===== config.mk =====
export PLATFORM = sky130hd
export DESIGN_NAME = tick_gen_bank
export DESIGN_NICKNAME = d
export VERILOG_FILES = /design/src/rtl/tick_gen_bank.sv
export SDC_FILE = /design/constraint.sdc
export NUM_CORES = 1
export LEC_CHECK = 0
export ABC_AREA = 1
export ABC_CLOCK_PERIOD_IN_PS = 2000
export BUFFER_PORTS_ARGS = -buffer_cell sky130_fd_sc_hd__buf_2
export CELL_PAD_IN_SITES_DETAIL_PLACEMENT = 0
export CELL_PAD_IN_SITES_GLOBAL_PLACEMENT = 1
export CORE_MARGIN = 2
export CORE_UTILIZATION = 35
export CTS_CLUSTER_SIZE = 24
export DETAILED_ROUTE_END_ITERATION = 10
export GPL_TIMING_DRIVEN = 0
export MAX_ROUTING_LAYER = met4
export PLACE_DENSITY = 0.69
export RECOVER_POWER = 25
export REMOVE_ABC_BUFFERS = 1
export SKIP_LAST_GASP = 1
export SLEW_MARGIN = 40
export SYNTH_ARGS = -nofsm -noshare
export SYNTH_HDL_FRONTEND = slang
export SYNTH_SLANG_ARGS = --single-unit

===== constraint.sdc =====
create_clock -name clk -period 2 [get_ports clk]
set_input_delay 0.1 -clock clk [delete_from_list [all_inputs] [get_ports clk]]
set_output_delay 0.1 -clock clk [all_outputs]
set_load 0.1 [all_outputs]

===== src/rtl/tick_gen_bank.sv =====
// Bank of independent programmable clock dividers with shadowed, glitch-free
// retuning, a global phase-restart strobe and per-channel toggle/pulse outputs.

module tick_gen_ch #(
   parameter int unsigned DIVW    = 20,
   parameter int unsigned DEF_DIV = 3
) (
   input  logic            clk,
   input  logic            rst_n,
   input  logic            i_we,
   input  logic [DIVW-1:0] i_div,
   input  logic            i_mode,
   input  logic            i_en,
   input  logic            i_sync,
   output logic            o_out,
   output logic            o_tick,
   output logic            o_pend
);

   typedef enum logic {
      MODE_TOGGLE = 1'b0,
      MODE_PULSE  = 1'b1
   } mode_e;

   logic [DIVW-1:0] r_cnt;
   logic [DIVW-1:0] r_div;
   logic [DIVW-1:0] r_pdiv;
   mode_e           r_mode;
   mode_e           r_pmode;
   logic            r_en;
   logic            r_out;
   logic            r_tick;
   logic            r_pend;
   logic            w_event;

   assign w_event = (r_cnt == r_div);

   always_ff @(posedge clk or negedge rst_n) begin
      if (!rst_n) begin
         r_cnt   <= '0;
         r_div   <= DIVW'(DEF_DIV);
         r_mode  <= MODE_TOGGLE;
         r_en    <= 1'b1;
         r_out   <= 1'b0;
         r_tick  <= 1'b0;
         r_pdiv  <= '0;
         r_pmode <= MODE_TOGGLE;
         r_pend  <= 1'b0;
      end else if (i_we && !i_en) begin
         r_en   <= 1'b0;
         r_cnt  <= '0;
         r_out  <= 1'b0;
         r_tick <= 1'b0;
         r_pend <= 1'b0;
      end else if (!r_en) begin
         r_tick <= 1'b0;
         if (i_we) begin
            r_div  <= i_div;
            r_mode <= mode_e'(i_mode);
            r_en   <= 1'b1;
            r_cnt  <= '0;
            r_out  <= 1'b0;
         end
      end else if (i_sync) begin
         // Restart phase; a same-cycle write takes priority over any older shadow.
         r_cnt  <= '0;
         r_out  <= 1'b0;
         r_tick <= 1'b0;
         r_pend <= 1'b0;
         if (i_we) begin
            r_div  <= i_div;
            r_mode <= mode_e'(i_mode);
         end else if (r_pend) begin
            r_div  <= r_pdiv;
            r_mode <= r_pmode;
         end
      end else begin
         if (w_event) begin
            r_cnt  <= '0;
            r_tick <= 1'b1;
            if (r_pend) begin
               r_div  <= r_pdiv;
               r_mode <= r_pmode;
               r_out  <= 1'b0;
               r_pend <= 1'b0;
            end else if (r_mode == MODE_PULSE) begin
               r_out <= 1'b1;
            end else begin
               r_out <= ~r_out;
            end
         end else begin
            r_cnt  <= r_cnt + DIVW'(1);
            r_tick <= 1'b0;
            if (r_mode == MODE_PULSE) r_out <= 1'b0;
         end
         // A write landing on the apply edge re-arms the shadow after it is consumed.
         if (i_we) begin
            r_pdiv  <= i_div;
            r_pmode <= mode_e'(i_mode);
            r_pend  <= 1'b1;
         end
      end
   end

   assign o_out  = r_out;
   assign o_tick = r_tick;
   assign o_pend = r_pend;

endmodule

module tick_gen_bank #(
   parameter int unsigned NCH     = 4,
   parameter int unsigned DIVW    = 20,
   parameter int unsigned DEF_DIV = 3
) (
   input  logic            clk,
   input  logic            rst_n,
   input  logic            cfg_we,
   input  logic [3:0]      cfg_ch,
   input  logic [DIVW-1:0] cfg_div,
   input  logic            cfg_mode,
   input  logic            cfg_en,
   input  logic            sync,
   output logic [NCH-1:0]  clk_out,
   output logic [NCH-1:0]  tick,
   output logic [NCH-1:0]  pend
);

   logic [NCH-1:0] w_we_hit;

   for (genvar g = 0; g < NCH; g++) begin : g_ch
      // Indices at or above NCH match no channel, so such writes vanish.
      assign w_we_hit[g] = cfg_we && (cfg_ch == 4'(g));

      tick_gen_ch #(
         .DIVW    (DIVW),
         .DEF_DIV (DEF_DIV)
      ) u_ch (
         .clk    (clk),
         .rst_n  (rst_n),
         .i_we   (w_we_hit[g]),
         .i_div  (cfg_div),
         .i_mode (cfg_mode),
         .i_en   (cfg_en),
         .i_sync (sync),
         .o_out  (clk_out[g]),
         .o_tick (tick[g]),
         .o_pend (pend[g])
      );
   end

endmodule

==> run_results.csv, run 1 <==
group,metric,value,unit
logic_synthesis,synth.yosys.warnings,0,
run_status,status,"finished, final reports clean",
route,dr.first_iter.drc_count,878,
final_layout,final_area,17900,um2
timing,maxSlewHeadroom,0.449,
logic_synthesis,synth-adder-area-share,0.00329,
logic_synthesis,yosys-mux-area-fraction,0.00148,
logic_synthesis,synth_compound_gate_area_share,0.113,
placed_design,dpl_cell_area,15900,um2
worst_setup_path,cp_slowest_stage_delay,0.54,ns
logic_synthesis,netlist-cell-type-count,36,
worst_setup_path,worst_r2r_path_depth,10,
logic_synthesis,yosys-top-cells-area,"dfrtp_1, nand2_1, o21ai_0",
clock_network,cts-buffers-inserted,34,
clock_network,worst_setup_hold_path_clk_slew,0.06,ns
logic_synthesis,biggest_area_consumer_among_synthesized_cells,"dfrtp_1",
power_and_ir_drop,power_switching,7.82,mW
power_and_ir_drop,clock_power_share,0.321,
placed_design,place.detailed.hpwl,30000,um
timing,finalCritPeriodShare,0.995,
worst_setup_path,worstPathCellList,"inv_1, nand2_1, nand2_1, nor2_1, nand2_1, nor2_1, nand3_2, nor3_1, nand2_1, nand2_1",
clock_network,cts.htree.levels,2,
logic_synthesis,synth-edff-count,0,
worst_setup_path,data_arrival_time_of_the_critical_path,2.46,ns
global_route,grt_start_max_net_pins,68,
worst_setup_path,worstSetupStartpoint,"g_ch[0].u_ch.r_div[0]$_DFFE_PN1P_",
route,detail_route.wl_per_cell,16.9,um
power_and_ir_drop,power_per_cell_area,1180,nW/um2
route,firstDrtPassIters,6,
power_and_ir_drop,vdd_ir_drop_max,0.622,mV
worst_setup_path,cell_with_the_biggest_individual_delay_on_the_critical_path,"dfstp_2",
logic_synthesis,synthFlopType,"dfrtp_1",
logic_synthesis,postSynthAreaPerCell,6.96,um2
logic_synthesis,synth_seq_cells,264,
die,die_area,45200,um2
placed_design,dp_cells,2730,
logic_synthesis,synth_simple_gate_area_frac,0.329,
clock_network,insertion_delay,0.54,ns
die,floorplan.initialDensity,0.354,
power_and_ir_drop,p_comb_frac,0.317,
timing,worst_clock_skew,0.0121,ns
final_layout,num-nets-final,2260,
final_layout,number_of_cells_in_the_finished_layout_apart_from_fillers,2838,
clock_network,tritoncts,"done",
global_route,grt_pass1_vias,13150,
die,ios,42,
logic_synthesis,netlist.area_leader.share,0.414,
worst_setup_path,worst_setup_path_start_kind,"flip-flop",
logic_synthesis,dominant_combinational_cell_family_by_area_after_synthesis,"simple AND/OR/NAND/NOR gates",
timing,hold-worst-slack,0.0679,ns
timing,setup_violations,0,
timing,timing_worst_slew_pin_value,0.821,ns
worst_setup_path,worst_setup_path_end_kind,"flip-flop",
worst_setup_path,regToRegStartpoint,"g_ch[0].u_ch.r_div[0]$_DFFE_PN1P_",
final_layout,synthToLayoutAreaGrowth,17.5,%
timing,totalNegativeSetupSlack,0,ns
final_layout,post_route_cells_drive_above_1_share,0.112,
clock_network,cts_max_path_buffers,3,
die,placeableCoreArea,43000,um2
route,avgViaCountPerCell,4.90,
die,chipHeight,213,um
route,dr_total_vias,13898,
global_route,track_usage,0.223,
min_path,min_path_cells,3,
min_path,holdCritPathClass,"in -> reg",
logic_synthesis,synth-xor-area-share,0.0247,
timing,grt_setup_unrepaired,"yes",
route,route.final.wire_length,47900,um
run,max_cap_violations,0,
worst_setup_path,path_max_fanout,6,
final_layout,final_cell_mix,"nand2_1, dfrtp_1, inv_1",
global_route,grt-ovfl-total,0,
route,drcViolationCount,0,
global_route,antenna_violations_before_repair,1,
timing,hold_violations,0,
logic_synthesis,synthesis.area,15200,um2
logic_synthesis,instance_count_of_the_mapped_netlist,2190,
worst_setup_path,count_of_buffer_and_inverter_cells_on_the_critical_path,1,
worst_setup_path,cp.required,2.47,ns
power_and_ir_drop,netSwitchingFraction,0.369,
timing,final_max_slew_viol_count,0,
worst_setup_path,timing.critical_path.max_delay_family,"simple AND/OR/NAND/NOR gates",
min_path,hold_start,"cfg_div[0]",
logic_synthesis,ys_seq_area_frac,0.435,
final_layout,layout.cells.most_common,"nand2_1",
worst_setup_path,worst-setup-path-type,"reg -> reg",
logic_synthesis,synth-async-reset-ratio,1.00,
timing,clock.fmax,502,MHz
worst_setup_path,most_frequent_cp_cell,"nand2_1",
clock_network,clk_root_buffer_cell,"clkbuf_16",
die,floorplan.rows,76,
clock_network,tritoncts_num_sinks,264,
power_and_ir_drop,p_seq_frac,0.362,
global_route,grt_pass1_wl,75800,um
route,count_of_nets_left_with_antenna_violations_after_detail_routing,0,
timing,min_period,1.99,ns
power_and_ir_drop,power_report.internal_total,13.4,mW
placed_design,portBuffers,41,
placed_design,place.gp.congestion,0.860,
power_and_ir_drop,power_leakage,8.86,nW
die,dieWidth,213,um
worst_setup_path,worstSetupPathDepth,10,
## kinds of logic after synthesis
kind of cell | count (synthesis)
compound gates | 311
buf+inv | 340
mux | 2
simple gates | 1226
fa+ha+maj | 4
xor+xnor | 43
flops | 264
## flip-flops by register name, summed over array words and instances, names as in the netlist, named ones only
| register | count |
|---|---|
| g_ch.u_ch.r_div | 80 |
| g_ch.u_ch.r_cnt | 80 |
| g_ch.u_ch.r_pdiv | 80 |
| g_ch.u_ch.o_tick | 4 |
| g_ch.u_ch.o_out | 4 |
| g_ch.u_ch.o_pend | 4 |
| g_ch.u_ch.r_mode | 4 |
| g_ch.u_ch.r_pmode | 4 |
## what timing repair did
action,CTS,global route
setup endpoints to repair,119,185
resized for setup,30,43
pin swaps,4,9
endpoints found under the hold margin,140,0
buffers inserted,6,21
hold buffers,7,0
cloned,6,5
## synthesized netlist by cell type (3+ instances only)
cell type	instances
clkbuf_2	4
o211ai_1	42
buf_4	21
buf_2	40
nor3_1	23
nand2_2	8
inv_1	229
a21oi_2	4
or2_2	6
a21oi_1	18
nand4_1	22
o31ai_1	3
nor2_1	145
clkbuf_1	28
o22ai_1	10
dfrtp_1	252
inv_2	16
nor2_2	7
ha_1	4
o21ai_1	43
dfstp_2	12
nor2_4	3
nand2_1	853
xnor2_1	18
nand3_1	149
xor2_1	25
o21ai_0	187
nand3_2	7
## stage by stage
step                      total power [mW]  setup slack (ns)  utilization
after global routing                  22.8            -0.101        0.416
after detailed placement              13.9            -0.912        0.371
after global placement                13.7             -4.58        0.364
after CTS                             21.0            -0.105        0.407
after floorplan                       12.0            -0.555            -
final                                 21.2           0.00992        0.416
## metal layers
layer,up-vias,share of wire,GRT usage
met3,60,0.041,0.0303
met2,251,0.44,0.338
li1,7018,-,-
met1,6569,0.50,0.316
met4,0,0.019,0.0538
met5,-,0,-
## path summary, 6_finish.rpt
path,slack (ns),to
min,0.07,g_ch[0].u_ch.r_pdiv[0]$_DFFE_PN0P_
min in group asynchronous,0.67,g_ch[2].u_ch.r_cnt[14]$_DFFE_PN0P_
max,0.01,g_ch[0].u_ch.o_out$_DFFE_PN0P_
max reg2reg,0.01,g_ch[0].u_ch.o_out$_DFFE_PN0P_
min reg2reg,0.47,g_ch[0].u_ch.r_div[0]$_DFFE_PN1P_
max in group asynchronous,0.18,g_ch[0].u_ch.r_div[1]$_DFFE_PN1P_
## power groups by stage
stage / Clock, mW / Combinational [mW] / Sequential, mW
after global routing: 7.18 / 7.76 / 7.85
final: 6.80 / 6.71 / 7.66
after CTS: 6.99 / 6.40 / 7.65
after global placement: 0 / 5.97 / 7.69
after floorplan: 0 / 4.49 / 7.47
after detailed placement: 0 / 6.17 / 7.70
## worst min-delay path: cells and delay by family
kind / cells / cell delay, ns
AO/OA/AOI/OAI: 1 / 0.20
buffers and inverters: 2 / 0.26
## layout make-up
class | count | area, um2
clock inverter | 7 | 135
timing repair inverter | 1 | 5.00
timing repair buffer | 84 | 726
sequential | 264 | 6630
multi-input combinational | 1596 | 7610
antenna | 1 | 2.50
clock buffer | 55 | 1110
fill | 4591 | 25100
tap | 585 | 732
inverter | 245 | 936
No activity file was read; power rests on OpenSTA's default activity.
==> run 2: changes to the inputs <==
--- a/config.mk
+++ b/config.mk
@@ -9,4 +9,5 @@
 export ABC_CLOCK_PERIOD_IN_PS = 2000
 export BUFFER_PORTS_ARGS = -buffer_cell sky130_fd_sc_hd__buf_2
+export CAP_MARGIN = 20
 export CELL_PAD_IN_SITES_DETAIL_PLACEMENT = 0
 export CELL_PAD_IN_SITES_GLOBAL_PLACEMENT = 1
==> constraint.sdc (replaced) <==
create_clock -name clk -period 2 [get_ports clk]
set_input_delay 0.3 -clock clk [delete_from_list [all_inputs] [get_ports clk]]
set_output_delay 0.3 -clock clk [all_outputs]
set_load 0.1 [all_outputs]
==> run_results.csv, run 2 (synthesis results as in run 1) <==
group,metric,value,unit
route,drcViolationCount,0,
worst_setup_path,cp_slowest_stage_delay,0.59,ns
worst_setup_path,data_arrival_time_of_the_critical_path,2.44,ns
worst_setup_path,worst-setup-path-type,"reg -> reg",
final_layout,layout.cells.most_common,"nand2_1",
global_route,grt_pass1_wl,75500,um
worst_setup_path,worst_setup_path_end_kind,"flip-flop",
min_path,holdCritPathClass,"in -> reg",
timing,final_max_slew_viol_count,0,
global_route,highest_utilization_routing_layer_at_the_global_route_stage,"met2",
worst_setup_path,critPathCapture,"g_ch[0].u_ch.r_div[8]$_DFFE_PN0P_",
clock_network,tritoncts,"done",
timing,timing_worst_slew_pin_value,0.990,ns
route,firstDrtPassIters,5,
route,route.final.wire_length,48000,um
worst_setup_path,worstSetupPathDepth,7,
route,avgViaCountPerCell,4.88,
clock_network,clk_root_buffer_cell,"clkbuf_16",
power_and_ir_drop,power_leakage,8.87,nW
worst_setup_path,cp.required,2.47,ns
timing,hold_violations,0,
die,dieWidth,213,um
final_layout,largest_registers,"g_ch.u_ch.r_cnt x80, g_ch.u_ch.r_div x80, g_ch.u_ch.r_pdiv x80",
die,floorplan.rows,76,
worst_setup_path,ff2ff_setup_slack,0.03,ns
worst_setup_path,path_max_fanout,12,
clock_network,worst_setup_hold_path_clk_slew,0.06,ns
min_path,hold_start,"cfg_div[15]",
timing,worst_clock_skew,0.0115,ns
worst_setup_path,most_frequent_cp_cell,"inv_1",
die,floorplan.initialDensity,0.354,
die,placeableCoreArea,43000,um2
final_layout,post_route_cells_drive_above_1_share,0.114,
worst_setup_path,timing.critical_path.max_delay_family,"buffers and inverters",
global_route,use_met2,0.335,
final_layout,num-nets-final,2257,
clock_network,cts_max_path_buffers,3,
run,max_cap_violations,0,
die,die_area,45200,um2
timing,finalCritPeriodShare,0.986,
worst_setup_path,worstPathCellList,"inv_1, nand2_4, inv_1, a21oi_4, buf_6, nand3_1, nand2_1",
worst_setup_path,worst_r2r_path_depth,7,
final_layout,synthToLayoutAreaGrowth,17.7,%
clock_network,cts-buffers-inserted,34,
timing,setup_violations,0,
power_and_ir_drop,vdd_ir_drop_max,0.645,mV
final_layout,layout.area.seq,6640,um2
global_route,grt-ovfl-total,0,
global_route,grt_start_max_net_pins,68,
global_route,grt_pass1_vias,13107,
placed_design,place.gp.congestion,0.860,
die,chipHeight,213,um
final_layout,final_cell_mix,"nand2_1, dfrtp_1, inv_1",
route,count_of_nets_left_with_antenna_violations_after_detail_routing,0,
final_layout,final_area,17900,um2
run_status,status,"finished, final reports clean",
global_route,antenna_violations_before_repair,1,
clock_network,insertion_delay,0.54,ns
global_route,global_route.usage.met1,0.316,
timing,clock.fmax,507,MHz
worst_setup_path,cell_with_the_biggest_individual_delay_on_the_critical_path,"dfstp_2",
route,dr_total_vias,13843,
clock_network,tritoncts_num_sinks,264,
final_layout,multi_input_area,7640,um2
timing,min_period,1.97,ns
worst_setup_path,worst_setup_path_start_kind,"flip-flop",
placed_design,portBuffers,41,
placed_design,dpl_cell_area,15900,um2
clock_network,cts.htree.levels,2,
die,ios,42,
timing,maxSlewHeadroom,0.340,
placed_design,place.detailed.hpwl,30000,um
global_route,grt_met3_usage,0.0303,
final_layout,layout_filler_cell_count,4593,
placed_design,pre_cts_ws,-1.07,ns
timing,final_critical_path_setup_slack,0.0285,ns
power_and_ir_drop,power_per_cell_area,1180,nW/um2
worst_setup_path,count_of_buffer_and_inverter_cells_on_the_critical_path,3,
global_route,track_usage,0.222,
worst_setup_path,worstReg2RegEnd,"g_ch[0].u_ch.r_div[8]$_DFFE_PN0P_",
timing,grt_setup_unrepaired,"yes",
route,detail_route.wl_per_cell,16.9,um
route,dr.first_iter.drc_count,859,
-- run 2: cell count changes in the layout (fill, tap and decap cells not counted), moves of 2 or more --
cell           previous run  this run
buf_12                    3         5
clkbuf_4                  0         2
diode_2                   1         3
buf_2                    40        38
dlygate4sd3_1             6         1
-- run 2: how the worst min path moves through the flow --
stage | endpoint | slack [ns] | cells past startpoint
finish | g_ch[1].u_ch.r_div[15]$_DFFE_PN0P_ | 0.17 | 5
global route | g_ch[3].u_ch.r_cnt[13]$_DFFE_PN0P_ | 0.18 | 2
CTS | g_ch[1].u_ch.r_div[15]$_DFFE_PN0P_ | 0.13 | 5
detailed placement | g_ch[3].u_ch.r_cnt[0]$_DFFE_PN0P_ | 0.17 | 1
global placement | g_ch[3].u_ch.r_mode$_DFFE_PN0P_ | 0.46 | 2
floorplan | g_ch[0].u_ch.o_out$_DFFE_PN0P_ | 0.004 | 0
-- run 2: per-stage QoR --
step            util  TNS (ns)  instances  hold slack (ns)  power (mW)
6_report       0.417         0       2837            0.173        21.2
5_1_grt        0.417    -0.422       2834            0.180        22.8
4_1_cts        0.406     -2.96       2805            0.132        21.0
3_5_place_dp   0.371    -97.15       2730            0.171        13.9
3_3_place_gp   0.364  -1383.20       2721            0.458        13.7
2_1_floorplan      -    -24.31       2095          0.00441        12.0
-- run 2: repair_timing --
item                                   in CTS  in global routing
endpoints found under the hold margin     131                  0
setup endpoints to repair                 119                205
hold buffers                                1                  0
gates cloned                                6                  6
setup buffers                               6                 23
pin swaps                                   4                  8
resized for setup                          32                 48
-- run 2: where the power goes --
| part | internal (mW) | switching, mW |
|---|---|---|
| logic | 2.45 | 4.33 |
| registers | 6.60 | 1.05 |
| clock network | 4.32 | 2.49 |
| total | 13.4 | 7.87 |
-- run 2: worst register-to-register path, stage by stage (launching register included) --
cell     delay, ns
dfstp_2       0.59
inv_1         0.19
nand2_4       0.23
inv_1         0.19
a21oi_4       0.28
buf_6         0.23
nand3_1       0.10
nand2_1       0.09
-- run 2: area by class of cell --
cell class,instances,area share
multi-input combinational,1597,0.426
timing repair buffer,81,0.0408
sequential,264,0.370
tap,585,0.0408
inverter,245,0.0524
antenna,3,0.000419
clock inverter,7,0.00754
clock buffer,55,0.0621
-- run 2: metal layers --
| metal | part of all wire | wire length, um | up-vias |
|---|---|---|---|
| li1 | - | - | 7013 |
| met3 | 0.047 | 2240 | 62 |
| met1 | 0.49 | 23600 | 6523 |
| met4 | 0.021 | 989 | 0 |
| met2 | 0.44 | 21200 | 245 |
| met5 | 0 | 0 | - |
